[src/rtl/icache_ctrl.sv]
// Direct-mapped 16-frame instruction cache controller with a single outstanding
// miss; hits are combinational and misses block until memory returns the word.
module icache_ctrl #(
    parameter int CNT_W = 32
) (
    input  logic             CLK,
    input  logic             RST,
    input  logic             imemREN,
    input  logic [31:0]      imemaddr,
    output logic             ihit,
    output logic [31:0]      imemload,
    output logic             iREN,
    output logic [31:0]      iaddr,
    input  logic             iwait,
    input  logic [31:0]      iload,
    input  logic             flush,
    output logic [CNT_W-1:0] hit_cnt,
    output logic [CNT_W-1:0] miss_cnt
);

    typedef enum logic {
        IDLE,
        FETCH
    } state_t;

    typedef struct packed {
        logic [25:0] tag;
        logic [3:0]  idx;
        logic [1:0]  bytoff;
    } icachef_t;

    state_t      state_q;
    state_t      next_state;
    icachef_t    req;
    logic        unused_bytoff;

    logic [15:0] valid_q;
    logic [25:0] tag_q  [16];
    logic [31:0] data_q [16];

    logic [25:0] fill_tag_q;
    logic [3:0]  fill_idx_q;

    logic        tag_match;
    logic        miss;
    logic        fill_done;

    assign req           = imemaddr;
    assign unused_bytoff = ^req.bytoff;
    assign tag_match     = valid_q[req.idx] && (tag_q[req.idx] == req.tag);

    // Reset forces every output low; flush suppresses a hit so a stale frame is never returned.
    always_comb begin
        next_state = state_q;
        ihit       = 1'b0;
        imemload   = 32'h0;
        iREN       = 1'b0;
        iaddr      = 32'h0;
        miss       = 1'b0;
        fill_done  = 1'b0;
        if (!RST) begin
            imemload = data_q[req.idx];
            case (state_q)
                IDLE: begin
                    ihit = imemREN && tag_match && !flush;
                    if (imemREN && !ihit) begin
                        miss       = 1'b1;
                        next_state = FETCH;
                    end
                end
                FETCH: begin
                    iREN  = 1'b1;
                    iaddr = {fill_tag_q, fill_idx_q, 2'b00};
                    if (!iwait) begin
                        fill_done  = 1'b1;
                        next_state = IDLE;
                    end
                end
                default: next_state = IDLE;
            endcase
        end
    end

    always_ff @(posedge CLK) begin
        if (RST) begin
            state_q <= IDLE;
        end else begin
            state_q <= next_state;
        end
    end

    always_ff @(posedge CLK) begin
        if (!RST && miss) begin
            fill_tag_q <= req.tag;
            fill_idx_q <= req.idx;
        end
    end

    // A fill coincident with flush still writes tag/data but the frame stays invalid.
    always_ff @(posedge CLK) begin
        if (RST || flush) begin
            valid_q <= '0;
        end else if (fill_done) begin
            valid_q[fill_idx_q] <= 1'b1;
        end
    end

    always_ff @(posedge CLK) begin
        if (fill_done) begin
            tag_q[fill_idx_q]  <= fill_tag_q;
            data_q[fill_idx_q] <= iload;
        end
    end

    always_ff @(posedge CLK) begin
        if (RST) begin
            hit_cnt  <= '0;
            miss_cnt <= '0;
        end else begin
            if (ihit) begin
                hit_cnt <= hit_cnt + CNT_W'(1);
            end
            if (miss) begin
                miss_cnt <= miss_cnt + CNT_W'(1);
            end
        end
    end

endmodule
[config.mk]
export PLATFORM = sky130hd
export DESIGN_NAME = icache_ctrl
export DESIGN_NICKNAME = d
export VERILOG_FILES = /design/src/rtl/icache_ctrl.sv
export SDC_FILE = /design/constraint.sdc
export NUM_CORES = 1
export LEC_CHECK = 0
export ABC_AREA = 0
export BUFFER_PORTS_ARGS = -buffer_cell sky130_fd_sc_hd__buf_4
export CAP_MARGIN = 20
export CORE_AREA = 4 4 312 314
export CTS_BUF_LIST = sky130_fd_sc_hd__clkbuf_8
export DETAILED_ROUTE_END_ITERATION = 8
export DIE_AREA = 0 0 316 318
export PLACE_DENSITY = 0.69
export SLEW_MARGIN = 5
export SYNTH_ARGS = -nofsm -noshare
export SYNTH_HDL_FRONTEND = slang
export SYNTH_SLANG_ARGS = --single-unit
export TNS_END_PERCENT = 10
[constraint.sdc]
create_clock -name CLK -period 9.25 [get_ports CLK]
set_input_delay 1.85 -clock CLK [delete_from_list [all_inputs] [get_ports CLK]]
set_output_delay 1.85 -clock CLK [all_outputs]
set_load 0.01 [all_outputs]
==> impl_metrics.py <==
metrics = {
    "status": {
        "status": "completed",
    },
    "synth": {
        "synth.avg_cell_area_um2": 19.8,
        "synth-adder-area-share": 0.000606,
        "ys_ff_latch": 1039,
        "synth_top_family_by_area": "multiplexers",
        "synth_edf_count": 958,
        "synth_mux_area_frac": 0.164,
        "synthArstFlopShare": 0,
        "synthTopCellsByArea": "edfxtp_1, mux4_2, dfxtp_1",
        "synth.yosys.warnings": 0,
        "synth_cell_types": 66,
        "synth_xor_area_frac": 0.00743,
        "yosys.area_share.simple": 0.0520,
        "synth-seq-area-share": 0.736,
        "yosysTopAreaCell": "edfxtp_1",
        "synth_ff_type": "edfxtp_1",
        "synth_compound_area_frac": 0.0251,
        "syn_inst": 2085,
        "syn_area_mm2": 0.0413,
        "synth_top_area_frac": 0.697,
        "yosys-top-cells-count": "edfxtp_1, mux4_2, dfxtp_1, and2_1, nor2_1",
        "synth_most_common_cell": "edfxtp_1",
    },
    "worst_setup_path": {
        "cp_max_fo": 62,
        "worstPathRequired_ps": 7400,
        "start_kind": "primary input",
        "crit_path_end_kind": "output pin",
        "crit_path_start": "imemaddr[4]",
        "crit_type": "primary input to output pin",
        "regToRegStartpoint": "tag_q[15][21]",
        "arrival_ps": 5760,
    },
    "clock_network": {
        "cts_max_path_buffers": 3,
        "numCtsBuffers": 165,
        "post_cts_resized": 0,
        "clock_sinks": 1039,
        "cts_setup_buffers": 0,
        "cts_max_level": 4,
        "cts_tree": "yes",
        "holdBufCountCts": 0,
        "clock_latency_ps": 800,
        "clk_pin_slew_worst_paths_ps": 50,
        "cts_root_buf": "clkbuf_8",
    },
    "global_route": {
        "gr-total-overflow": 0,
        "track_usage": 0.196,
        "grt_max_degree": 101,
        "grt_pass1_vias": 22300,
        "antenna_found_initial": 5,
        "grt_pass1_wl_um": 146000,
    },
    "run": {
        "drv_cap": 0,
    },
    "die": {
        "ios": 199,
        "coreArea_mm2": 0.0946,
        "row_count": 113,
        "die_area_mm2": 0.100,
        "initial_core_util": 0.436,
        "die_w_um": 316,
        "die_h_um": 318,
    },
    "sta": {
        "relSlewSlack": 0.294,
        "setup_tns_ps": 0,
        "max_freq_mhz": 131,
        "finalSetupViolCount": 0,
        "fin_crit_ps": 7610,
        "hold_viol": 0,
        "skew_ps": 22.0,
        "fin_crit_sh": 0.823,
        "maxSlewViolCount": 0,
        "rsz0062_at_grt": "no",
        "worstMarginPinSlew_ps": 1060,
    },
    "cells_and_area": {
        "fin_util": 0.498,
        "drive_gt1_frac": 0.302,
        "area_growth_pct": 14.2,
        "nets": 2446,
        "final-instance-count-excl-fill": 3760,
    },
    "route": {
        "firstDrtPassIters": 5,
        "drc": 0,
        "drt_iter0_drc": 2233,
        "drt.antenna.violating_nets": 0,
        "vias_per_cell": 5.76,
        "wl_per_cell_um": 26.3,
        "via_count": 21600,
        "wl_um": 98700,
    },
    "min_path": {
        "worstHoldStart": "valid_q[6]",
        "holdCritPathClass": "flop to flop",
    },
    "power_and_ir_drop": {
        "ir_worst_vdd_uv": 169,
        "p_sw_mw": 1.99,
        "p_sw_frac": 0.220,
        "power_leakage_nw": 15.5,
        "power.internal_mw": 7.05,
        "power_density_mw_per_mm2": 192,
        "pwr-share-clk": 0.379,
        "combPwrFrac": 0.050,
        "p_seq_frac": 0.571,
        "power_mw": 9.04,
    },
    "place": {
        "dp.cells": 3472,
        "dpl.hpwl_um": 53200,
        "io_buffers": 194,
        "gp_congestion": 0.841,
    },
}
critical path, stage by stage:
cell       delay (ps)
buf_6             580
buf_4             650
mux4_2            340
and3b_1           180
a2111o_1          330
a2111oi_0         300
nand4_1           140
nor4_1            330
and4_1            540
nor3b_1           240
buf_4             160
cells by family after synthesis:
| kind of cell | after synthesis |
|---|---|
| XOR/XNOR | 35 |
| AO/OA/AOI/OAI | 143 |
| other | 1 |
| flip-flops | 1039 |
| AND/OR/NAND/NOR | 384 |
| adder cells (fa/ha/maj) | 2 |
| multiplexers | 356 |
| buffers and inverters | 125 |
placed cells by master, fill, tap and decap left out, types with 5 or more instances in the layout:
cell	n
nor3_1	7
o22ai_1	6
and3_1	12
or4_1	17
nor2_1	53
a31o_2	12
a21oi_1	32
buf_4	228
mux2_1	17
clkinv_2	15
dfxtp_1	81
nand3_1	34
nand4_1	22
o41ai_1	8
and4_1	13
inv_1	60
xor2_1	10
or3_1	5
clkinvlp_4	9
o21a_1	18
or2_2	10
nor2b_1	37
nand2b_1	11
nor4_1	9
edfxtp_1	958
o31ai_1	15
mux2_2	21
clkinv_1	34
clkbuf_8	170
and2_1	65
o21ai_0	9
nor2_4	12
nand2_1	55
xnor2_1	25
a22oi_1	5
mux4_2	254
o311ai_0	7
mux2i_1	64
worst paths after layout:
kind | slack (ps) | endpoint | cells past startpoint
hold reg to reg | 460 | valid_q[6] | 1
setup reg to reg | 5040 | hit_cnt[0] | 10
setup / recovery | 1640 | ihit | 11
hold / removal | 460 | valid_q[6] | 1
per-layer routing:
| layer | vias up | global-route usage | wire length, µm |
|---|---|---|---|
| li1 | 9185 | - | - |
| met3 | 128 | 0.0392 | 7690 |
| met5 | - | 0 | 24 |
| met1 | 11400 | 0.272 | 40300 |
| met2 | 924 | 0.319 | 48800 |
| met4 | 4 | 0.0555 | 1900 |
through the flow:
stage | worst slack (ps) | hold slack [ps] | instance area (µm²)
finish | 1640 | 462 | 47100
global route | 1410 | 489 | 47100
CTS | 1660 | 464 | 47100
detailed placement | 1670 | 452 | 44300
global placement | 1620 | 440 | 44200
floorplan | 2060 | 435 | 41300
layout make-up:
type | instances | area [µm²]
clock buffers | 169 | 2330
diodes | 4 | 10.0
flip-flops and latches | 1039 | 30400
multi-input cells | 922 | 10400
fillers | 7515 | 47400
well taps | 1265 | 1580
clock inverters | 114 | 522
inverters | 11 | 43.8
repair buffers | 236 | 1850
sequential cells by signal, indices dropped and copies added, names as in the netlist:
signal,cells
state_q,1
valid_q,16
miss_cnt,32
fill_idx_q,4
hit_cnt,32
data_q,512
fill_tag_q,26
tag_q,416
power by group through the flow:
stage                     Sequential [mW]  Combinational (mW)  Clock [mW]
after floorplan                      5.25               0.284           0
after global placement               5.26               0.451           0
after detailed placement             5.26               0.459           0
after CTS                            5.16               0.461        3.52
after global routing                 5.16               0.490        3.74
final                                5.16               0.455        3.42
(Power assumes the default switching activity.)
